<file path="src/rtl/sram_pkg.sv">
// Shared types and constants for the SRAM bus controller and its read cache.
package sram_pkg;

   localparam int unsigned BUS_ADDR_W      = 16;
   localparam int unsigned DATA_W          = 8;
   localparam int unsigned WAIT_CNT_W      = 4;
   localparam int unsigned WAIT_STATES_MAX = 15;

   typedef enum logic [2:0] {
      ST_IDLE   = 3'd0,
      ST_RD     = 3'd1,
      ST_WSETUP = 3'd2,
      ST_WR     = 3'd3,
      ST_ACK    = 3'd4
   } state_e;

endpackage : sram_pkg

</file>
<file path="src/rtl/sram_read_cache.sv">
// Single-entry last-read cache: valid bit, address and data with a combinational hit compare.
module sram_read_cache
   import sram_pkg::*;
#(
   parameter int unsigned ADDR_W = 16
) (
   input  logic              clk_i,
   input  logic              rst_i,
   input  logic [ADDR_W-1:0] lookup_addr_i,
   output logic              hit_c_o,
   output logic [DATA_W-1:0] data_o,
   input  logic              fill_i,
   input  logic [ADDR_W-1:0] fill_addr_i,
   input  logic [DATA_W-1:0] fill_data_i,
   input  logic              upd_i,
   input  logic [ADDR_W-1:0] upd_addr_i,
   input  logic [DATA_W-1:0] upd_data_i
);

   logic              valid_q, valid_d;
   logic [ADDR_W-1:0] addr_q, addr_d;
   logic [DATA_W-1:0] data_q, data_d;

   // A completed SRAM read replaces the entry; a write only refreshes data on an address match.
   always_comb begin
      valid_d = valid_q;
      addr_d  = addr_q;
      data_d  = data_q;
      if (fill_i) begin
         valid_d = 1'b1;
         addr_d  = fill_addr_i;
         data_d  = fill_data_i;
      end else if (upd_i && valid_q && (upd_addr_i == addr_q)) begin
         data_d = upd_data_i;
      end
   end

   always_ff @(posedge clk_i or posedge rst_i) begin
      if (rst_i) begin
         valid_q <= 1'b0;
         addr_q  <= '0;
         data_q  <= '0;
      end else begin
         valid_q <= valid_d;
         addr_q  <= addr_d;
         data_q  <= data_d;
      end
   end

   assign hit_c_o = valid_q && (lookup_addr_i == addr_q);
   assign data_o  = data_q;

endmodule : sram_read_cache

</file>
<file path="src/rtl/sram_bus_ctrl.sv">
// Bus slave converting single cs/we/ack transactions into async SRAM strobe sequences with wait states.
// Optional single-entry read cache enabled by SRAM_BUS_CTRL_READ_CACHE_EN.
module sram_bus_ctrl
   import sram_pkg::*;
#(
   parameter int unsigned ADDR_W      = 16,
   parameter int unsigned WAIT_STATES = 2
) (
   input  logic                  i_clk,
   input  logic                  i_reset,
   input  logic [BUS_ADDR_W-1:0] i_addr,
   input  logic [DATA_W-1:0]     i_dat,
   output logic [DATA_W-1:0]     o_dat,
   input  logic                  i_cs,
   input  logic                  i_we,
   output logic                  o_ack,
   output logic [ADDR_W-1:0]     o_sram_addr,
   output logic [DATA_W-1:0]     o_sram_dq,
   output logic                  o_sram_dq_oe,
   input  logic [DATA_W-1:0]     i_sram_dq,
   output logic                  o_sram_ce_n,
   output logic                  o_sram_oe_n,
   output logic                  o_sram_we_n
);

   localparam logic [WAIT_CNT_W-1:0] WAIT_LOAD = WAIT_CNT_W'(WAIT_STATES);
   localparam logic [WAIT_CNT_W-1:0] CNT_ONE   = WAIT_CNT_W'(1);

   state_e                state_q, state_d;
   logic [WAIT_CNT_W-1:0] cnt_q, cnt_d;
   logic                  we_q, we_d;
   logic [ADDR_W-1:0]     addr_q, addr_d;
   logic [DATA_W-1:0]     dq_q, dq_d;
   logic [DATA_W-1:0]     dat_q, dat_d;
   logic                  ack_q, ack_d;
   logic                  ce_n_q, ce_n_d;
   logic                  oe_n_q, oe_n_d;
   logic                  we_n_q, we_n_d;
   logic                  dq_oe_q, dq_oe_d;

   logic                  cache_hit_c;
   logic [DATA_W-1:0]     cache_data;

`ifdef SRAM_BUS_CTRL_READ_CACHE_EN
   sram_read_cache #(
      .ADDR_W (ADDR_W)
   ) u_cache (
      .clk_i         (i_clk),
      .rst_i         (i_reset),
      .lookup_addr_i (ADDR_W'(i_addr)),
      .hit_c_o       (cache_hit_c),
      .data_o        (cache_data),
      .fill_i        ((state_q == ST_RD) && (cnt_q == '0)),
      .fill_addr_i   (addr_q),
      .fill_data_i   (i_sram_dq),
      .upd_i         ((state_q == ST_ACK) && we_q),
      .upd_addr_i    (addr_q),
      .upd_data_i    (dq_q)
   );
`else
   assign cache_hit_c = 1'b0;
   assign cache_data  = '0;
`endif

   // Next state plus strobes decoded from the next state, so every pin toggles straight off a flop.
   always_comb begin
      state_d = state_q;
      cnt_d   = cnt_q;
      we_d    = we_q;
      addr_d  = addr_q;
      dq_d    = dq_q;
      dat_d   = dat_q;

      case (state_q)
         ST_IDLE: begin
            if (i_cs) begin
               addr_d = ADDR_W'(i_addr);
               dq_d   = i_dat;
               we_d   = i_we;
               cnt_d  = WAIT_LOAD;
               if (i_we) begin
                  state_d = ST_WSETUP;
               end else if (cache_hit_c) begin
                  state_d = ST_ACK;
                  dat_d   = cache_data;
               end else begin
                  state_d = ST_RD;
               end
            end
         end
         ST_RD: begin
            if (cnt_q == '0) begin
               state_d = ST_ACK;
               dat_d   = i_sram_dq;
            end else begin
               cnt_d = cnt_q - CNT_ONE;
            end
         end
         ST_WSETUP: begin
            state_d = ST_WR;
            cnt_d   = WAIT_LOAD;
         end
         ST_WR: begin
            if (cnt_q == '0) begin
               state_d = ST_ACK;
            end else begin
               cnt_d = cnt_q - CNT_ONE;
            end
         end
         ST_ACK: begin
            state_d = ST_IDLE;
         end
         default: begin
            state_d = ST_IDLE;
         end
      endcase

      ack_d   = (state_d == ST_ACK);
      ce_n_d  = !((state_d == ST_RD) || (state_d == ST_WSETUP) || (state_d == ST_WR));
      oe_n_d  = (state_d != ST_RD);
      we_n_d  = (state_d != ST_WR);
      // Write data stays driven through ACK to give the SRAM hold time after we_n rises.
      dq_oe_d = (state_d == ST_WSETUP) || (state_d == ST_WR) || ((state_d == ST_ACK) && we_d);
   end

   always_ff @(posedge i_clk or posedge i_reset) begin
      if (i_reset) begin
         state_q <= ST_IDLE;
         cnt_q   <= '0;
         we_q    <= 1'b0;
         addr_q  <= '0;
         dq_q    <= '0;
         dat_q   <= '0;
         ack_q   <= 1'b0;
         ce_n_q  <= 1'b1;
         oe_n_q  <= 1'b1;
         we_n_q  <= 1'b1;
         dq_oe_q <= 1'b0;
      end else begin
         state_q <= state_d;
         cnt_q   <= cnt_d;
         we_q    <= we_d;
         addr_q  <= addr_d;
         dq_q    <= dq_d;
         dat_q   <= dat_d;
         ack_q   <= ack_d;
         ce_n_q  <= ce_n_d;
         oe_n_q  <= oe_n_d;
         we_n_q  <= we_n_d;
         dq_oe_q <= dq_oe_d;
      end
   end

   assign o_dat        = dat_q;
   assign o_ack        = ack_q;
   assign o_sram_addr  = addr_q;
   assign o_sram_dq    = dq_q;
   assign o_sram_dq_oe = dq_oe_q;
   assign o_sram_ce_n  = ce_n_q;
   assign o_sram_oe_n  = oe_n_q;
   assign o_sram_we_n  = we_n_q;

endmodule : sram_bus_ctrl

</file>
<file path="config.mk">
export PLATFORM = sky130hd
export DESIGN_NAME = sram_bus_ctrl
export DESIGN_NICKNAME = d
export VERILOG_FILES = /design/src/rtl/sram_pkg.sv /design/src/rtl/sram_read_cache.sv /design/src/rtl/sram_bus_ctrl.sv
export SDC_FILE = /design/constraint.sdc
export NUM_CORES = 1
export LEC_CHECK = 0
export CORE_MARGIN = 1
export CORE_UTILIZATION = 35
export DETAILED_ROUTE_END_ITERATION = 8
export GPL_ROUTABILITY_DRIVEN = 0
export PLACE_DENSITY = 0.7
export SLEW_MARGIN = 15
export SYNTH_ARGS = -nofsm -noshare
export SYNTH_HDL_FRONTEND = slang
export SYNTH_SLANG_ARGS = --single-unit
export TNS_END_PERCENT = 50
</file>
<file path="constraint.sdc">
create_clock -name i_clk -period 5.9 [get_ports i_clk]
set_clock_uncertainty 0.1 [all_clocks]
set_input_delay 0.885 -clock i_clk [delete_from_list [all_inputs] [get_ports i_clk]]
set_output_delay 0.885 -clock i_clk [all_outputs]
set_load 0.01 [all_outputs]
</file>
==> metrics.txt, run 1 <==
reg-to-reg critical path startpoint cnt_q[0]$_DFFE_PP0P_; commonest non-fill, non-tap cell in the layout clkdlybuf4s50_1; Vias/cell 4.62; Mapped Nets 162; Mean Syn Cell Area 14.7 µm²; area delta synth->final 47.6%; switching share of power 30.7%; Pwr Total 1440 µW; Psw 444 µW; Worst EP required 5.98 ns; hpwl dp 2630 µm; CTS tree yes; Int Power roughly 1000 µW; kind of critical path input pin to register; ys async rst share 100%; post-cts sizing count 0; share of cells above drive strength 1 between 20% and 30%; Initial Util between 30 and 40%; Sequential Area about 1100 µm²; Worst R2R Path Depth 5; critical path depth 4; row cnt 26; per-cell routed wire length 13.8 µm; crit path cell chain clkdlybuf4s50_1, nor4b_4, buf_4, mux2_2; Die Wd 74.5 µm; Multi-input gate area 662 µm²; synth unique cells 30; Clock Latency Late Sink between 0.2 and 0.3 ns; DR DRC count 0; commonest cells after routing, fill and taps aside 72 x clkdlybuf4s50_1, 42 x dfrtp_1, 25 x mux2_2, 8 x mux2_4, 6 x clkbuf_8; post-route cell area 2720 µm²; total congestion overflow 0; Main synth FF type dfrtp_1; Yosys Warn Count 0; status complete, no violations; final hold violation count 0; Post-Syn Instances 125; hold_ws 0.408 ns; Post-synth EDFFs 0; placed inst area 2630 µm²; Critical Path Fanout Max 15; core outline area a little over 5000 µm²; RR Endpoint o_dat[5]$_DFFE_PP0P_; RSZ-0062 raised after global routing no; Max clock buf depth 2; PwrDens 531 nW/µm²; top cells by area, synth dfrtp_1 57%, mux2_2 15%, mux2_4 6.5%; GRT Total Usage 14.5%; Bufs and invs on worst path 2; fin. max-slew vios 0; crit path to o_sram_addr[4]$_DFFE_PP0P_; Reg power frac 39.8%; wire length of the first global-routing pass 6020 µm; vias in the first global route 1223; Worst VDD drop 0.235 mV; Setup crit start i_cs; internal reg-to-reg setup slack 3.58 ns; CP peak stage delay 0.64 ns; combinational share of power 47.0%; Final nets approximately 240; die extent in y 74.5 µm; antenna violations before repair 0; largest net degree at the start of global routing 46; Post-CTS Repair Setup Buffers 0; Clock Sinks 45; Util after Layout 53.5%; Synth area leader dfrtp_1; Worst Setup End Kind register; IO Count 73; Clk network pwr share 13.2%; H-tree depth 2; Synth top area share 57.1%; CP Launch Type input pin; Clk pin slew, worst setup/hold paths about 0.080 ns; sequential share of the synthesized area 61.4%; DRT iter0 DRCs 50; crit-path leading delay family buffers and inverters; Lkg Pwr approximately 0.0012 µW; Num CTS Buffers 5; Fill cells 493; final wirelength 3720 µm; drt first pass iters 5; synthesized flop and latch total 45; number of hold buffers added after cts 0; antenna-violating nets left 0; DIE AREA ~5600 µm²; PortBufs 72; Post-Syn Area 1840 µm²; TNS Setup 0 ns; max cap viols 0; CP arrival ~2.8 ns; vias after detailed routing 1248; final setup vio count 0; Worst-Margin Slew 0.918 ns; min-delay worst type register to register; maximum clock frequency 0.371 GHz; period utilization 45.7%; Max transition margin 38.7%; final worst path period need 2.70 ns; ant diodes 0; Slowest-stage cell, CP nor4b_4; Root Driver clkbuf_8
## kinds of logic (layout without fill, tap and decap cells)
kind of cell             Yosys count  count (layout)  synth area share [%]
AO/OA/AOI/OAI                      8               8                  2.99
buffers and inverters             11              86                  3.13
AND/OR/NAND/NOR                   25              25                  8.91
multiplexers                      35              35                  22.9
flip-flops                        45              45                  61.4
adder cells (fa/ha/maj)            1               1                 0.680
## routing by layer
layer | share of wire [%] | GRT usage (%) | vias up
met5 | 0 | 0 | -
met3 | 5.3 | 3.66 | 5
li1 | - | - | 587
met4 | 1.1 | 5.45 | 0
met1 | 47 | 19.9 | 613
met2 | 47 | 22.2 | 43
## synthesized netlist by cell type, types with 2 or more instances
master,n
o31ai_1,2
nor3_1,4
buf_4,2
or3_1,4
inv_1,6
nand3b_1,2
o21ai_0,2
nand2_1,2
mux2_2,25
nand2b_1,2
dfrtp_1,42
mux2_4,8
mux2i_1,2
nor2_1,4
dfstp_2,3
## worst min-delay path by stage
| stage | start | to | slack, ns | cells after the start |
|---|---|---|---|---|
| 5_1_grt | o_sram_addr[1]$_DFFE_PP0P_ | o_sram_addr[1]$_DFFE_PP0P_ | 0.42 | 1 |
| 6_report | o_sram_addr[6]$_DFFE_PP0P_ | o_sram_addr[6]$_DFFE_PP0P_ | 0.41 | 1 |
| 2_1_floorplan | we_q$_DFF_PP0_ | we_q$_DFF_PP0_ | 0.38 | 1 |
| 3_3_place_gp | o_sram_addr[2]$_DFFE_PP0P_ | o_sram_addr[2]$_DFFE_PP0P_ | 0.39 | 1 |
| 3_5_place_dp | o_dat[6]$_DFFE_PP0P_ | o_dat[6]$_DFFE_PP0P_ | 0.39 | 1 |
| 4_1_cts | o_sram_addr[10]$_DFFE_PP0P_ | o_sram_addr[10]$_DFFE_PP0P_ | 0.41 | 1 |
## power groups by stage
stage	registers, µW	clock network [µW]	logic (µW)
floorplan	613	0	315
global placement	579	0	670
detailed placement	581	0	682
CTS	576	198	686
global route	598	211	734
finish	574	191	678
## state kept, by name, summed over array words and instances (netlist names), 3 cells and up
signal       flops
o_sram_addr     16
state_q          3
o_sram_dq        8
cnt_q            4
o_dat            8
## area by class of cell
| cell class | count | area share, % |
|---|---|---|
| Sequential cell | 45 | 41.6 |
| Timing Repair Buffer | 73 | 26.8 |
| Multi-Input combinational cell | 69 | 24.4 |
| Tap cell | 70 | 3.22 |
| Clock buffer | 7 | 3.18 |
| Inverter | 6 | 0.829 |
## stage by stage
step | cells | setup WS [ns]
after CTS | 270 | 3.18
after detailed placement | 263 | 2.87
final | 270 | 3.20
after floorplan | 125 | 3.73
after global routing | 270 | 3.08
after global placement | 263 | 2.92
## worst reg2reg max path, delay by kind of cell, from the launching register on
kind / cells / cell delay, ns
DFF: 1 / 0.38
and+or+nand+nor: 2 / 1.03
adders and majority gates: 1 / 0.24
muxes: 1 / 0.38
buffers and inverters: 1 / 0.09
Power figures use the tool's default switching activity.
==> inputs of run 2 (changes only) <==
--- a/config.mk
+++ b/config.mk
@@ -9,7 +9,7 @@
 export CORE_UTILIZATION = 35
 export DETAILED_ROUTE_END_ITERATION = 8
 export GPL_ROUTABILITY_DRIVEN = 0
-export PLACE_DENSITY = 0.7
+export PLACE_DENSITY = 0.72
 export SLEW_MARGIN = 15
 export SYNTH_ARGS = -nofsm -noshare
 export SYNTH_HDL_FRONTEND = slang
==> constraint.sdc (replaced) <==
create_clock -name i_clk -period 2.22 [get_ports i_clk]
set_clock_uncertainty 0.1 [all_clocks]
set_input_delay 0.333 -clock i_clk [delete_from_list [all_inputs] [get_ports i_clk]]
set_output_delay 0.333 -clock i_clk [all_outputs]
set_load 0.01 [all_outputs]
==> metrics.txt, run 2 (synthesis results as in run 1) <==
placed cells 265 (was 263); Psw 1200 µW (was 444 µW); Largest register FFs 16 (unchanged); CTS tree yes (unchanged); area delta synth->final 51.9% (was 47.6%); per-cell routed wire length 13.3 µm (was 13.8 µm); vias in the first global route 1163 (was 1223); DRT iter0 DRCs 33 (was 50); largest net degree at the start of global routing 46 (unchanged); IO Count 73 (unchanged); GRT Total Usage 13.4% (was 14.5%); Worst EP required 2.31 ns (was 5.98 ns); drt first pass iters 4 (was 5); Util after Layout 55.1% (was 53.5%); H-tree depth 2 (unchanged); Finished Layout Cells 273 (was 270); internal reg-to-reg setup slack 0.19 ns (was 3.58 ns); DR DRC count 0 (unchanged); Worst-Margin Slew 0.481 ns (was 0.918 ns); share of cells above drive strength 1 24.6% (was 23.0%); kind of critical path register to register (was input pin to register); CP arrival 2.12 ns (was 2.78 ns); Clk pin slew, worst setup/hold paths 0.08 ns (about the same); die extent in y 74.5 µm (unchanged); RSZ-0062 raised after global routing no (unchanged); final wirelength 3620 µm (was 3720 µm); Lkg Pwr 0.00120 µW (was 0.00117 µW); period utilization roughly nine tenths; TNS Setup 0 ns (unchanged); Max transition margin 67.5% (was 38.7%); Vias/cell 4.55 (was 4.62); maximum clock frequency between 0.4 and 0.5 GHz; row cnt 26 (unchanged); CP peak stage delay 0.47 ns (was 0.64 ns); final worst path period need 2.03 ns; switching share of power 30.0% (was 30.7%); DIE AREA 5550 µm² (unchanged); fin. max-slew vios 0 (unchanged); combinational share of power 46.3% (was 47.0%); Critical Path Fanout Max 8 (was 15); Max clock buf depth 2 (unchanged); core outline area 5070 µm² (unchanged); min-delay worst type input pin to asynchronous set/reset pin (was register to register); wire length of the first global-routing pass 5430 µm (was 6020 µm); Pwr Total 4000 µW (was 1440 µW); Post-CTS Repair Setup Buffers 0 (unchanged); commonest cells after routing, fill and taps aside 72 x clkdlybuf4s50_1, 42 x dfrtp_1, 25 x mux2_2, 8 x mux2_4, 6 x clkbuf_8 (unchanged); commonest non-fill, non-tap cell in the layout clkdlybuf4s50_1 (unchanged); reg-to-reg critical path startpoint cnt_q[0]$_DFFE_PP0P_ (unchanged); status complete, no violations (unchanged); Root Driver clkbuf_8 (unchanged); Bufs and invs on worst path 1 (was 2); total congestion overflow 0 (unchanged); antenna violations before repair 0 (unchanged); Reg power frac 37.7% (was 39.8%); max cap viols 0 (unchanged); hold_ws 0.278 ns (was 0.408 ns); Num CTS Buffers 5 (unchanged); Slowest-stage cell, CP or3_4 (was nor4b_4); Clock Sinks 45 (unchanged); CP Launch Type register (was input pin); Fill cells 442 (was 493); crit path cell chain inv_1, ha_1, or3b_4, or3_4, mux2_4 (was clkdlybuf4s50_1, nor4b_4, buf_4, mux2_2); Final nets 239 (was 237); vias after detailed routing 1243 (was 1248); Clk network pwr share 16.0% (was 13.2%); Int Power 2800 µW (was 999 µW); Die Wd 74.5 µm (unchanged); ant diodes 0 (unchanged); Setup crit start cnt_q[0]$_DFFE_PP0P_ (was i_cs); antenna-violating nets left 0 (unchanged); final setup vio count 0 (unchanged); Initial Util 36.3% (unchanged); hpwl dp 2630 µm (about the same); PwrDens 1430 nW/µm² (was 531 nW/µm²); Clock Latency Late Sink 0.30 ns (was 0.29 ns); Worst VDD drop 0.452 mV (was 0.235 mV); PortBufs 72 (unchanged); Worst Setup End Kind register (unchanged); final hold violation count 0 (unchanged); crit-path leading delay family simple AND/OR/NAND/NOR gates (was buffers and inverters); number of hold buffers added after cts 0 (unchanged)
[run 2: changes by cell type in the layout (fill, tap and decap cells not counted), sizes merged]
cell / previous run / this run
buf: 1 / 3
clkinvlp: 0 / 1
clkbuf: 7 / 6
clkinv: 0 / 1
bufinv: 0 / 1
inv: 6 / 5
[run 2: power by group through the flow]
stage | clock, µW | sequential, µW | combinational (µW)
2_1_floorplan | 0 | 1630 | 838
3_3_place_gp | 0 | 1520 | 1830
3_5_place_dp | 0 | 1530 | 1870
4_1_cts | 660 | 1510 | 1870
5_1_grt | 691 | 1570 | 2010
6_report | 642 | 1510 | 1850
[run 2: tightest hold or removal path, delay by kind of cell]
family   cells  cell delay, ns
buf+inv      3            0.71
[run 2: metrics by stage]
step / area, µm² / setup slack (ns)
2_1_floorplan: 1840 / 0.172
3_3_place_gp: 2670 / 0.0904
3_5_place_dp: 2670 / 0.0452
4_1_cts: 2790 / 0.0355
5_1_grt: 2800 / 0.124
6_report: 2800 / 0.189
[run 2: area by class of cell]
type / count / area (µm²) / share of cell area (%)
Clock buffer: 6 / 82.6 / 2.95
Clock inverter: 2 / 37.5 / 1.34
Inverter: 6 / 22.5 / 0.806
Multi-Input combinational cell: 69 / 667 / 23.9
Sequential cell: 45 / 1130 / 40.4
Tap cell: 70 / 87.6 / 3.13
Timing Repair Buffer: 75 / 768 / 27.5
[run 2: path summary, 6_finish.rpt]
path | to | cells past startpoint
max in group asynchronous | o_sram_we_n$_DFF_PP1_ | 3
min in group i_clk | o_sram_addr[3]$_DFFE_PP0P_ | 1
hold / removal | o_dat[5]$_DFFE_PP0P_ | 3
setup / recovery | o_dat[7]$_DFFE_PP0P_ | 5
setup reg to reg | o_dat[7]$_DFFE_PP0P_ | 5
hold reg to reg | o_sram_addr[3]$_DFFE_PP0P_ | 1
[run 2: metal layers]
metal	vias to the layer above	global-route usage [%]	routed length (µm)
li1	592	-	-
met1	598	16.8	1610
met2	48	20.8	1670
met3	5	4.88	278
met4	0	6.29	65
met5	-	0	0
[run 2: timing repair]
action,4_1_cts,5_1_grt
resized for setup,0,1
endpoints found under the hold margin,0,0
endpoints found under the setup margin,0,8
==> edit (flow settings as in run 2) <==
Re-encode `state_e` (5 states) as one-hot, 5 bits wide.
--- a/src/rtl/sram_pkg.sv
+++ b/src/rtl/sram_pkg.sv
@@ -6,12 +6,12 @@
    localparam int unsigned WAIT_CNT_W      = 4;
    localparam int unsigned WAIT_STATES_MAX = 15;
 
-   typedef enum logic [2:0] {
-      ST_IDLE   = 3'd0,
-      ST_RD     = 3'd1,
-      ST_WSETUP = 3'd2,
-      ST_WR     = 3'd3,
-      ST_ACK    = 3'd4
+   typedef enum logic [4:0] {
+      ST_IDLE   = 5'b00001,
+      ST_RD     = 5'b00010,
+      ST_WSETUP = 5'b00100,
+      ST_WR     = 5'b01000,
+      ST_ACK    = 5'b10000
    } state_e;
 
 endpackage : sram_pkg
Behaviour: same outputs for any inputs over 10 cycles, from zero or initial values and one cycle with i_reset high; not proved beyond that.
==> edit against run 2 <==
Global-route usage increased by 1.0 points. Combinational power is 24% lower. Wire length increased by 2.5%. Sequential cell count rose by 2. Non-clock buffer count increased by 3. Maximum frequency up 5.9%. Power is 17% lower. Design area grew 0.67%. First-iteration DRC count grew 21%. Synthesized area rose by 2.8%. Count of clock-buffer cells in the layout shrank 1. Setup slack improved by 0.11 ns. Sequential power decreased by 9%.
==> edit: results (changes against run 2) <==
Parameter                              Value

Worst setup path
  Stage delay of the slowest cell on the critical path    0.55 ns (+0.08 ns)
  Maximum fanout along the worst path    7 (-1)
  Critical path endpoint    o_sram_oe_n$_DFF_PP1_
  Worst endpoint data arrival time    2.05 ns (-0.07 ns)
  Worst reg-to-reg setup slack    0.30 ns (+0.11 ns)
  Critical-path cell with the highest stage delay    sky130_fd_sc_hd__or4b_4

Finish
  Share of final-layout standard cells stronger than drive strength 1    26.8% (+2.1 points)
  Number of fill cells    462 (+4.5%)
  Final net count    250 (+4.6%)

Logic synthesis
  Dominant cells by area after synthesis    sky130_fd_sc_hd__dfrtp_1, sky130_fd_sc_hd__mux2_2, sky130_fd_sc_hd__dfstp_2
  Share of cell area taken by muxes after synthesis    19.0% (-3.9 points)
  Adder-cell share of the synthesized area    1.32% (+0.64 points)
  Count of different cell masters after synthesis    35 (+17%)
  Post-synthesis net count    169 (+4.3%)
  Warnings from Yosys    0 (unchanged)
  Share of synthesized area occupied by flip-flops and latches    62.4% (+1.0 points)
  Commonest cells post-synth    sky130_fd_sc_hd__dfrtp_1, sky130_fd_sc_hd__mux2_2, sky130_fd_sc_hd__o21ai_0

GRT
  First-pass GRT wire length    6090 um (+12%)
  Aggregate global-route resource usage    14.4% (+1.0 points)
  Pin count of the biggest net entering global routing    24 (-48%)

Routing
  Total via count after detailed routing    1322 (+6.4%)
  Number of design-rule violations left by the first detailed-router iteration    40 (+21%)
  Sum of routed wire length over all layers    3710 um (+2.5%)

Placed design
  Detailed Place HPWL    2770 um (+5.6%)

Status
  Result of the run    finished, final reports clean

STA
  Max-slew headroom    74.8% (+7.3 points)

Pwr
  Cell leakage power    0.00118 uW (-1.5%)
  Maximum vdd drop    0.000702 V (+56%)
edit: cell count changes after synthesis, moves of 3 or more:
cell and delta:
sky130_fd_sc_hd__mux2_4 -8, sky130_fd_sc_hd__mux2_2 +7, sky130_fd_sc_hd__o21ai_0 +5, sky130_fd_sc_hd__nand2_1 +3, sky130_fd_sc_hd__or3_1 -3
edit: report_power, final:
| group | switching, uW | leakage [uW] | internal, uW | total, uW |
|---|---|---|---|---|
| Clock | 291 | 0.0000443 | 225 | 516 |
| Sequential | 182 | 0.000561 | 1200 | 1380 |
| Combinational | 518 | 0.000573 | 897 | 1410 |
| Total | 991 | 0.00118 | 2320 | 3310 |
edit: worst min path at each step:
stage	startpoint	endpoint	slack (ns)	cells past startpoint
3_5_place_dp	we_q$_DFF_PP0_	we_q$_DFF_PP0_	0.37	1
5_1_grt	i_reset	o_sram_dq[6]$_DFFE_PP0P_	0.17	2
2_1_floorplan	i_we	state_q[1]$_DFF_PP0_	0.34	1
3_3_place_gp	we_q$_DFF_PP0_	we_q$_DFF_PP0_	0.36	1
4_1_cts	i_reset	o_sram_dq[6]$_DFFE_PP0P_	0.16	2
6_report	i_reset	o_sram_dq[6]$_DFFE_PP0P_	0.17	2
edit: cells by family (layout without fill, tap and decap cells):
kind of cell	after synthesis	in the layout
and+or+nand+nor	24	24
buffers and inverters	9	91
muxes	32	32
DFF	47	47
AOI/OAI and AO/OA	15	15
xor gates and xnor gates	2	2
adders and majority gates	2	2
edit: stage by stage:
stage	area, um2	worst slack, ns	std cells	utilization, %
after CTS	2810	0.294	283	54.4
after global placement	2720	0.253	275	52.6
after detailed placement	2720	0.211	275	52.6
after global routing	2810	0.200	283	54.4
after floorplan	1890	0.423	131	-
final	2810	0.302	283	54.4
edit: final cells by class:
cell class / instances / area [um2] / area share (%)
Multi-Input combinational cell: 75 / 654 / 23.3
Sequential cell: 47 / 1180 / 42.0
Timing Repair Buffer: 78 / 778 / 27.7
Inverter: 5 / 18.8 / 0.667
Clock inverter: 3 / 25.0 / 0.889
Tap cell: 70 / 87.6 / 3.11
Clock buffer: 5 / 68.8 / 2.45
edit: metal layers:
layer / share of wire (%) / track usage, % / vias to the layer above
met2: 43 / 21.7 / 65
met4: 1.5 / 5.56 / 0
met3: 12 / 7.14 / 7
li1: - / - / 620
met5: 0 / 0 / -
met1: 43 / 17.9 / 630
